===== src/rtl/vfu_result_arbiter.sv =====
// Round-robin arbiter sharing one lane VRF write port between the vector ALU and the MFPU,
// with a registered output stage. Define VFU_RESULT_ARB_PERF_EN to enable the conflict counter.
module vfu_result_arbiter #(
  parameter  int unsigned AddrWidth = 10,
  parameter  int unsigned DataWidth = 64,
  parameter  int unsigned IdWidth   = 3,
  localparam int unsigned StrbWidth = DataWidth / 8
) (
  input  logic                 clk_i,
  input  logic                 rst_i,
  // Vector ALU result (requester 0)
  input  logic                 alu_req_i,
  input  logic [IdWidth-1:0]   alu_id_i,
  input  logic [AddrWidth-1:0] alu_addr_i,
  input  logic [DataWidth-1:0] alu_wdata_i,
  input  logic [StrbWidth-1:0] alu_be_i,
  output logic                 alu_gnt_o,
  // Multiplier/FPU result (requester 1)
  input  logic                 mfpu_req_i,
  input  logic [IdWidth-1:0]   mfpu_id_i,
  input  logic [AddrWidth-1:0] mfpu_addr_i,
  input  logic [DataWidth-1:0] mfpu_wdata_i,
  input  logic [StrbWidth-1:0] mfpu_be_i,
  output logic                 mfpu_gnt_o,
  // VRF write port
  output logic                 vrf_req_o,
  output logic [IdWidth-1:0]   vrf_id_o,
  output logic [AddrWidth-1:0] vrf_addr_o,
  output logic [DataWidth-1:0] vrf_wdata_o,
  output logic [StrbWidth-1:0] vrf_be_o,
  input  logic                 vrf_gnt_i,
  output logic [15:0]          conflict_cnt_o
);

  typedef enum logic {
    PTR_ALU  = 1'b0,
    PTR_MFPU = 1'b1
  } ptr_e;

  ptr_e                 r_ptr;
  logic                 r_out_valid;
  logic [IdWidth-1:0]   r_id;
  logic [AddrWidth-1:0] r_addr;
  logic [DataWidth-1:0] r_wdata;
  logic [StrbWidth-1:0] r_be;

  logic w_load_en;
  logic w_both;
  logic w_alu_win;
  logic w_mfpu_win;
  logic w_any_win;

  // The stage can accept a new result when empty or when its current result leaves this cycle.
  assign w_load_en = !r_out_valid || vrf_gnt_i;
  assign w_both    = alu_req_i && mfpu_req_i;
  assign w_any_win = w_alu_win || w_mfpu_win;

  // NOTE: every output of this block gets a default first, so no path leaves it unassigned and no latch is inferred.
  always_comb begin
    w_alu_win  = 1'b0;
    w_mfpu_win = 1'b0;
    if (!rst_i && w_load_en) begin
      if (w_both) begin
        if (r_ptr == PTR_ALU) w_alu_win  = 1'b1;
        else                  w_mfpu_win = 1'b1;
      end else begin
        w_alu_win  = alu_req_i;
        w_mfpu_win = mfpu_req_i;
      end
    end
  end

  assign alu_gnt_o  = w_alu_win;
  assign mfpu_gnt_o = w_mfpu_win;

  // NOTE: state registers use non-blocking assignments so every flop samples pre-edge values.
  always_ff @(posedge clk_i) begin
    if (rst_i) begin
      r_out_valid <= 1'b0;
      r_ptr       <= PTR_ALU;
      r_id        <= '0;
      r_addr      <= '0;
      r_wdata     <= '0;
      r_be        <= '0;
    end else begin
      if (w_load_en) r_out_valid <= w_any_win;
      if (w_alu_win) begin
        r_id    <= alu_id_i;
        r_addr  <= alu_addr_i;
        r_wdata <= alu_wdata_i;
        r_be    <= alu_be_i;
      end else if (w_mfpu_win) begin
        r_id    <= mfpu_id_i;
        r_addr  <= mfpu_addr_i;
        r_wdata <= mfpu_wdata_i;
        r_be    <= mfpu_be_i;
      end
      // Priority passes to the loser only when both competed, so the waiting unit goes next.
      if (w_both && w_any_win) r_ptr <= w_alu_win ? PTR_MFPU : PTR_ALU;
    end
  end

  assign vrf_req_o   = r_out_valid;
  assign vrf_id_o    = r_id;
  assign vrf_addr_o  = r_addr;
  assign vrf_wdata_o = r_wdata;
  assign vrf_be_o    = r_be;

`ifdef VFU_RESULT_ARB_PERF_EN
  logic [15:0] r_conflict_cnt;

  always_ff @(posedge clk_i) begin
    if (rst_i) begin
      r_conflict_cnt <= '0;
    end else if (w_both && (w_alu_win ^ w_mfpu_win) && (r_conflict_cnt != 16'hFFFF)) begin
      r_conflict_cnt <= r_conflict_cnt + 16'd1;
    end
  end

  assign conflict_cnt_o = r_conflict_cnt;
`else
  assign conflict_cnt_o = '0;
`endif

endmodule


===== config.mk =====
export PLATFORM = sky130hd
export DESIGN_NAME = vfu_result_arbiter
export DESIGN_NICKNAME = d
export VERILOG_FILES = /design/src/rtl/vfu_result_arbiter.sv
export SDC_FILE = /design/constraint.sdc
export NUM_CORES = 1
export LEC_CHECK = 0
export BUFFER_PORTS_ARGS = -buffer_cell sky130_fd_sc_hd__clkbuf_2
export CAP_MARGIN = 20
export CORE_MARGIN = 2
export CORE_UTILIZATION = 45
export CTS_BUF_LIST = sky130_fd_sc_hd__clkbuf_4
export CTS_CLUSTER_DIAMETER = 80
export DETAILED_ROUTE_END_ITERATION = 16
export PLACE_DENSITY = 0.82
export SLEW_MARGIN = 20
export SYNTH_ARGS = -nofsm -noshare
export SYNTH_HDL_FRONTEND = slang
export SYNTH_SLANG_ARGS = --single-unit
export TNS_END_PERCENT = 50

===== constraint.sdc =====
create_clock -name clk_i -period 1.74 [get_ports clk_i]
set_input_delay 0.435 -clock clk_i [delete_from_list [all_inputs] [get_ports clk_i]]
set_output_delay 0.435 -clock clk_i [all_outputs]
set_load 0.02 [all_outputs]

==> metrics <==
status=finished, violations left; failing checks=negative setup slack; reg2reg setup slack=70 ps; Peak VDD IR=0.435 mV; placed cell count=888; syn avg cell area=8.66 sq um; Post-DP HPWL=11500 microns; top layer in use=met4; first-pass GRT wire length=26200 microns; Initial Util=0.455; Fin Clk Skew=9.86 ps; vias in the first global route=5346; hold_ws=between 200 and 250 ps; detailed-route via count=6014; layout cell share with drive strength beyond 1=0.418; WS Path Type=reg2out; WL met1=6560 microns; Synth Warn #=0; post-synthesis simple-gate area fraction=0.119; worst-margin pin slew=605 ps; synthesis-to-layout area growth=31.4%; area fraction in compound gates after synthesis=0.402; setup TNS=-79.8 ps; Die H=108 microns; Synth Area in XOR/XNOR=0; CTS tree=built; num ports=279; Total GRT Usage=0.274; clock tree buffer depth=2; Post-DP Area=6270 sq um; count of flip-flops with a built-in enable after synthesis=0; Worst EP required=1300 ps; Final Cycle Share=1.05; Hold WC Path Type=in2reg; drt first pass iters=6; WL per Instance=18.9 microns; final worst path period need=1820 ps; sequential share of the synthesized area=0.356; relative slew slack=0.596; Post-Synth Adder-Cell Area=0; Syn Inst Count=around 570; Starting DRT DRC Count=926; synthesized flop and latch total=87; initial antenna violation count=1; PwrDens=~750 nW/um^2; Vias/cell=6.63; leading area contributor after synthesis=dfxtp_1; Synth async-reset ratio=0; post-synthesis mux area share=0; # Max-Cap Violations=0; H-tree levels=3; Synth cell types=26; die area=11700 sq um; non-filler instance count after layout=907; RSZ-0062 raised after global routing=true; Synth Flop Type=dfxtp_1; crit path DAT=1380 ps; CP Capture Type=primary output; largest net degree at the start of global routing=70; row count=38; gp weighted congestion=0.845; Place WS=-115 ps; total CTS buffers=9; count of pins over their slew limit=0; Sinks on Clock Net=between 80 and 90; Fin. Hold Viols=0; f_max=roughly 550 MHz; GRT overflow=0; CTS root buffer=clkbuf_4; Leak=0.00265 uW; fin area=6430 sq um; # DRC=0; Met2 Routed Length=between 8000 and 9000 microns; Synth area leaders=dfxtp_1 36%, a311oi_1 15%, o31ai_1 13%, a31oi_1 11%, nand4_1 11%; Synth top area share=0.356; combinational family with the most area after synthesis=compound AO/OA/AOI/OAI gates; met3 WL=1670 microns; Nets=937; most frequent cell after synthesis=dfxtp_1; IO buf count=262; final setup violation count=1; clk_lat worst skew=450 ps; list of most frequent post-synthesis cells=87 x dfxtp_1, 85 x a31oi_1, 85 x nand4_1, 85 x o31ai_1, 83 x a311oi_1; Die X=between 100 and 150 microns; final worst slack=-79.8 ps; antenna-violating nets left=0; Critical Path Source Type=flip-flop; CORE AREA=10700 sq um; Synth Cell Area=between 4000 and 5000 sq um; clock transition at the registers of the reported paths=around 150 ps; crit-path max FO=5; Routed WL=17100 microns
power breakdown:
part | switching [uW] | internal (uW) | total (uW)
clock | 712 | 281 | 993
combinational | 949 | 599 | 1550
sequential | 95.4 | 2160 | 2250
total | 1760 | 3040 | 4800
stage by stage:
| stage | utilization | power (uW) |
|---|---|---|
| floorplan | - | 3250 |
| global placement | 0.583 | 3770 |
| detailed placement | 0.583 | 3820 |
| CTS | 0.597 | 4800 |
| global route | 0.599 | 5030 |
| finish | 0.599 | 4800 |
state kept, by name, indices dropped and copies added (netlist names):
| signal | flops |
|---|---|
| vrf_req_o | 1 |
| vrf_wdata_o | 64 |
| vrf_id_o | 3 |
| vrf_addr_o | 10 |
| r_ptr | 1 |
| vrf_be_o | 8 |
logic make-up after synthesis:
family / count (synthesis)
AO/OA/AOI/OAI: 261
buffers and inverters: 123
flip-flops: 87
other: 1
AND/OR/NAND/NOR: 93
final cells by class:
cell class | count | area (sq um)
fillers | 943 | 4310
multi-input cells | 370 | 2660
flip-flops and latches | 87 | 1750
repair buffers | 292 | 1730
well taps | 140 | 175
clock buffers | 9 | 67.6
clock inverters | 6 | 38.8
inverters | 2 | 10.0
diodes | 1 | 2.50
worst max-delay path, cell delays in order, from the launching register on:
cell      delay, ps
dfxtp_4         370
a21bo_4         240
nor3_4          140
clkbuf_8        180
timing repair:
action / in CTS / in global routing
gates resized for setup: 7 / 3
endpoints found under the setup margin: 2 / 3
hold buffers: 0 / 0
setup buffers: 2 / 1
per-layer routing:
metal,vias up,track usage
met2,417,0.443
li1,2750,-
met3,54,0.0609
met1,2793,0.350
met4,0,0.124
met5,-,0
path summary, 6_finish.rpt:
check / from / to / cells after the start
worst max-delay path: r_ptr$_SDFFE_PP0P_ / alu_gnt_o / 3
worst min-delay path: alu_wdata_i[21] / vrf_wdata_o[21]$_SDFFE_PP0P_ / 3
worst max register to register: r_ptr$_SDFFE_PP0P_ / vrf_wdata_o[9]$_SDFFE_PP0P_ / 6
worst min register to register: vrf_wdata_o[50]$_SDFFE_PP0P_ / vrf_wdata_o[50]$_SDFFE_PP0P_ / 2
cells in the final DEF, fill, tap and decap left out, types with 2 or more instances in the layout:
cell	synthesis	layout
clkbuf_2	0	259
o31ai_1	85	85
nand4_1	85	85
a31oi_1	85	85
dfxtp_1	87	85
a311oi_1	83	82
buf_4	18	18
conb_1	1	16
buf_12	0	14
clkbuf_4	0	9
a311oi_2	2	3
o21ai_0	2	2
clkinv_2	0	2
clkinv_4	0	2
dfxtp_4	0	2
No activity file was read; power rests on OpenSTA's default activity.
